**config.mk**
```make
export PLATFORM = sky130hd
export DESIGN_NAME = prim_sync_filter
export DESIGN_NICKNAME = d
export VERILOG_FILES = /design/src/rtl/prim_sync_filter.sv
export SDC_FILE = /design/constraint.sdc
export NUM_CORES = 1
export LEC_CHECK = 0
export CAP_MARGIN = 20
export CORE_UTILIZATION = 44
export DETAILED_ROUTE_END_ITERATION = 12
export HOLD_SLACK_MARGIN = 0.1
export PLACE_DENSITY = 0.79
export SYNTH_ARGS = -nofsm -noshare
export SYNTH_HDL_FRONTEND = slang
export SYNTH_SLANG_ARGS = --single-unit
```
**constraint.sdc**
```tcl
create_clock -name clk_i -period 0.8 [get_ports clk_i]
set_clock_uncertainty 0.05 [all_clocks]
set_input_delay 0.12 -clock clk_i [delete_from_list [all_inputs] [get_ports clk_i]]
set_output_delay 0.12 -clock clk_i [all_outputs]
set_load 0.1 [all_outputs]
```
**src/rtl/prim_sync_filter.sv**
```systemverilog
// prim_sync_filter
//   Multi-channel input synchroniser for asynchronous pins or foreign-clock
//   levels. Each channel has a Stages-deep flop chain, an optional glitch
//   filter, and registered rising/falling edge pulses. Channels share no state.
//
//   Compile-time option: define PRIM_SYNC_FILTER_EN to include the glitch
//   filter. Without it, q_o follows the synchronised level every cycle, which
//   behaves like FiltCycles=1, and FiltCycles is ignored.
//
// Parameters
//   Width      number of independent channels (>=1)
//   Stages     synchroniser depth per channel (2..4)
//   FiltCycles consecutive stable cycles before q_o follows (>=1)
//   ResetValue reset value of every sync stage and of q_o
//
// Ports
//   clk_i   sole clock
//   rst_i   asynchronous, active-high reset
//   d_i     asynchronous input levels
//   q_o     synchronised (and filtered) levels
//   rise_o  one-cycle pulse in the first cycle q_o shows 0->1
//   fall_o  one-cycle pulse in the first cycle q_o shows 1->0

// Per-channel slice: sync chain, optional filter, edge detect.
module prim_sync_filter_lane #(
  parameter int   Stages     = 2,
  parameter int   FiltCycles = 4,
  parameter logic RstVal     = 1'b0
) (
  input  logic clk_i,
  input  logic rst_i,
  input  logic d_i,
  output logic q_o,
  output logic rise_o,
  output logic fall_o
);

  if (Stages < 2 || Stages > 4) begin : g_bad_stages
    $error("prim_sync_filter: Stages must be 2..4");
  end
  if (FiltCycles < 1) begin : g_bad_filt
    $error("prim_sync_filter: FiltCycles must be >= 1");
  end

  logic [Stages-1:0] stage;
  logic              s;
  logic              q_next;

  always_ff @(posedge clk_i or posedge rst_i) begin
    if (rst_i) stage <= {Stages{RstVal}};
    else       stage <= {stage[Stages-2:0], d_i};
  end

  assign s = stage[Stages-1];

`ifdef PRIM_SYNC_FILTER_EN
  localparam int CntW = (FiltCycles > 1) ? $clog2(FiltCycles) : 1;
  localparam logic [CntW-1:0] CntMax = CntW'(FiltCycles - 1);

  logic [CntW-1:0] cnt, cnt_next;

  // cnt counts consecutive cycles in which s disagrees with q. Any cycle of
  // agreement clears it, so only a run of FiltCycles mismatches moves q.
  always_comb begin
    q_next   = q_o;
    cnt_next = '0;
    if (s != q_o) begin
      if (cnt == CntMax) q_next   = s;
      else               cnt_next = cnt + 1'b1;
    end
  end

  always_ff @(posedge clk_i or posedge rst_i) begin
    if (rst_i) cnt <= '0;
    else       cnt <= cnt_next;
  end
`else
  assign q_next = s;
`endif

  // Pulses are registered together with q so each one lines up with the
  // first cycle q_o shows the new level. Reset forces q and the pulses, so
  // release never produces a pulse by itself.
  always_ff @(posedge clk_i or posedge rst_i) begin
    if (rst_i) begin
      q_o    <= RstVal;
      rise_o <= 1'b0;
      fall_o <= 1'b0;
    end else begin
      q_o    <= q_next;
      rise_o <= ~q_o &  q_next;
      fall_o <=  q_o & ~q_next;
    end
  end

endmodule

module prim_sync_filter #(
  parameter int               Width      = 4,
  parameter int               Stages     = 2,
  parameter int               FiltCycles = 4,
  parameter logic [Width-1:0] ResetValue = '0
) (
  input  logic             clk_i,
  input  logic             rst_i,
  input  logic [Width-1:0] d_i,
  output logic [Width-1:0] q_o,
  output logic [Width-1:0] rise_o,
  output logic [Width-1:0] fall_o
);

  if (Width < 1) begin : g_bad_width
    $error("prim_sync_filter: Width must be >= 1");
  end

  for (genvar c = 0; c < Width; c++) begin : g_lane
    prim_sync_filter_lane #(
      .Stages     (Stages),
      .FiltCycles (FiltCycles),
      .RstVal     (ResetValue[c])
    ) u_lane (
      .clk_i  (clk_i),
      .rst_i  (rst_i),
      .d_i    (d_i[c]),
      .q_o    (q_o[c]),
      .rise_o (rise_o[c]),
      .fall_o (fall_o[c])
    );
  end

endmodule

```
# After elaboration in Yosys (flattened, before gate mapping)
# Cells that the tools add are included.
dict set report op_classes {
  bitwise_logic 16
}
# operator n
set ops {}
lappend ops {{1-bit AND} 8}
lappend ops {{1-bit inverter} 8}
dict set report totals {
  out_inout_bits 12
  in_bits 6
  reg_bits 20
}

# Depth between registers and ports, before layout
dict set report logic_depth {
  ltp_word 2
  depth_mapped 1
  depth_no_buf 1
}

# By module
# Synthesis repeated with hierarchy kept, for this count alone.
dict set report unflattened {
  hier_cells 32
  hier_area_um2 575.6
}
# mod cells_each instances area_per_inst_um2
set by_module_without_submodules {}
lappend by_module_without_submodules {prim_sync_filter_lane 8 4 143.9}

# Worst setup path before layout
# OpenSTA, ideal clock, no wires.
dict set report synth_path {
  path_kind {register to output}
  from {register g_lane[0].u_lane.q_o}
  to {output port q_o[0]}
  n_path_buf 1
  t_arrival_ns 0.615
  required_ns 0.630
  setup_slack_ns 0.015
  stages_incl_launch_ff 2
  cell_sequence {dfrtp_1 buf_4}
}
# item line_no
set synth_lines {}
lappend synth_lines {{start: declaration} 33} ;# output logic q_o,
lappend synth_lines {{start signal: assignment} 86} ;# q_o <= RstVal;
lappend synth_lines {{start signal: assignment} 90} ;# q_o <= q_next;
lappend synth_lines {{end: declaration} 107} ;# output logic [Width-1:0] q_o,
# No word-level cell between the ends.

# Worst setup path in the final report
dict set report layout_path {
  from {register g_lane[0].u_lane.q_o}
  to {output port q_o[0]}
}
# No word-level cell between the ends.

==> results_dict.tcl <==
set metrics [dict create \
    synth_largest_area_cell "dfrtp_1" \
    peakVddDrop_mv 1.239 \
    avgSynthCellArea_um2 15.72 \
    p_leak_nw 0.4488 \
    cp.arrival_ns 0.89 \
    drt_iter0_drc 3 \
    worstSkewPairLatency_ns 0.28 \
    multi_input_area_um2 60.06 \
    synth_top_cell_area_share 0.7767 \
    synthDistinctLibCells 4 \
    antenna_found_initial 0 \
    ios 18 \
    slowest_delay_ns 0.43 \
    crit_required_ns 0.63 \
    setup_viol 17 \
    cp_max_fo 2 \
    grt_remaining_overflow 0 \
    fillerInstances 78 \
    cts-root-buf "clkbuf_4" \
    numPortBuffers 17 \
    crit_slowest_cell "dfrtp_1" \
    final-seq-area_um2 500.5 \
    report.power.total_mw 1.988 \
    viasPerCell 4.143 \
    insertedDiodeCount 0 \
    cts_htree_levels 1 \
    clockBufferDepth 2 \
    outcome "finished with violations" \
    vias 290 \
    pwr-share-comb 0.231 \
    yosys_warnings 0 \
    internal-power_mw 1.417 \
    wl_per_cell_um 9.600 \
    startpoint_type "flop" \
    netlist_top_cells_area "dfrtp_1 (78%), buf_4 (14%), nor2b_1 (7.8%)" \
    fin_crit_sh 1.327 \
    grt_pass1_wl_mm 1.069 \
    p_seq_frac 0.553 \
    fp.dieW_um 40.27 \
    start_util 0.4831 \
    layout_min_cycle_time_ns 1.061 \
    pre_cts_ws_ns 0.03874 \
    p_switching_mw 0.5708 \
    numCtsBuffers 3 \
    syn_area_um2 644.4 \
    drc 0 \
    tritoncts "built" \
    worst_pin_slew_ns 0.1465 \
    first_global_vias 235 \
    drv_cap 0 \
    end_kind "output port" \
    final_cell_mix "dfrtp_1 (20), buf_12 (13), nor2b_1 (6)" \
    drt-pass1-iter-count 4 \
    gp_congestion 0.5215 \
    worst_slack_ns -0.2615 \
    clock_sinks 20 \
    p_sw_frac 0.2871 \
    grt_max_degree 21 \
    syn-num-nets 47 \
    synthCells 41 \
    core_area_um2 1334 \
    tns_ns -3.172 \
    grt_util_all_layers 0.1120 \
    die-area_um2 1622 \
    post-route-util 0.7205 \
    path_cells "buf_12" \
    hold_class "input pin to asynchronous set/reset pin" \
    finalHoldViolations 0 \
    critPathBufInv 1 \
    wirelength_um 672 \
    worst_hold_slack_ns 0.08527 \
    p_clk_frac 0.216 \
    relSlewSlack 0.9023 \
    clk_pin_slew_ns 0.10 \
    max_freq_mhz 942.1 \
    power_density_nw_per_um2 2069 \
    rows 13 \
    yosysSeqAreaShare 0.7767 \
    drive_above_1_share 0.4182 \
    violations "setup timing" \
    final_common_cell "dfrtp_1" \
    synth-seq-cells 20 \
    ant_nets 0 \
    grt_setup_unrepaired "true" \
    layout.nets 63 \
    report.final.slew_viol_count 0 \
    critPathKind "flop to output port" \
    critPathTopFamily "flip-flops" \
    die_h_um 40.27 \
    area_delta_synth_final_pct 49.13 \
]
-- power groups by stage --
stage | clock network [mW] | registers, mW | logic, mW
3_3_place_gp | 0 | 1.12 | 0.430
6_report | 0.428 | 1.10 | 0.460
2_1_floorplan | 0 | 1.10 | 0.311
3_5_place_dp | 0 | 1.12 | 0.434
5_1_grt | 0.498 | 1.11 | 0.478
4_1_cts | 0.448 | 1.10 | 0.451
-- final cells by class --
type | instances | share of cell area
sequential | 20 | 0.5208
timing repair buffer | 23 | 0.3698
clock buffer | 3 | 0.02344
tap | 15 | 0.01953
inverter | 1 | 0.003906
multi-input combinational | 8 | 0.06250
-- sequential cells by signal, summed over array words and instances, names as in the netlist --
name                  flops
g_lane.u_lane.q_o         4
g_lane.u_lane.rise_o      4
g_lane.u_lane.fall_o      4
g_lane.u_lane.stage       8
-- cell usage after synthesis (all sizes together) --
cell type	number
buf	12
dfrtp	20
inv	1
nor2b	8
-- logic make-up (layout without fill, tap and decap cells) --
group / after synthesis / after routing / synth area share
and+or+nand+nor: 8 / 8 / 0.07767
DFF: 20 / 20 / 0.7767
buffers and inverters: 13 / 27 / 0.1456
-- final timing paths --
path	end	from	slack, ns	cells past startpoint
worst max-delay path	q_o[0]	g_lane[0].u_lane.q_o$_DFF_PP0_	-0.26	1
worst min-delay path	g_lane[1].u_lane.fall_o$_DFF_PP0_	rst_i	0.09	3
worst min register to register	g_lane[3].u_lane.stage[1]$_DFF_PP0_	g_lane[3].u_lane.stage[0]$_DFF_PP0_	0.31	0
max in group asynchronous	g_lane[2].u_lane.q_o$_DFF_PP0_	rst_i	0.49	3
min in group clk_i	g_lane[0].u_lane.stage[0]$_DFF_PP0_	d_i[0]	0.21	1
worst max register to register	g_lane[2].u_lane.fall_o$_DFF_PP0_	g_lane[2].u_lane.q_o$_DFF_PP0_	-0.15	3
-- timing repair --
| action | in CTS | in global routing |
|---|---|---|
| buffers inserted | 4 | 2 |
| setup endpoints to repair | 12 | 19 |
| resized for setup | 0 | 5 |
| endpoints found under the hold margin | 20 | 0 |
-- per-layer routing --
layer / GRT usage / up-vias / wire (um)
li1: - / 139 / -
met1: 0.1573 / 133 / 308
met2: 0.1250 / 16 / 316
met3: 0.03333 / 2 / 38
met4: 0.1250 / 0 / 8
met5: 0 / - / 0
-- through the flow --
step	cell area [um^2]	std cells
final	960.9	70
after detailed placement	883.3	62
after CTS	935.9	69
after global placement	883.3	62
after global routing	960.9	70
after floorplan	644.4	41
Power figures use the tool's default switching activity.
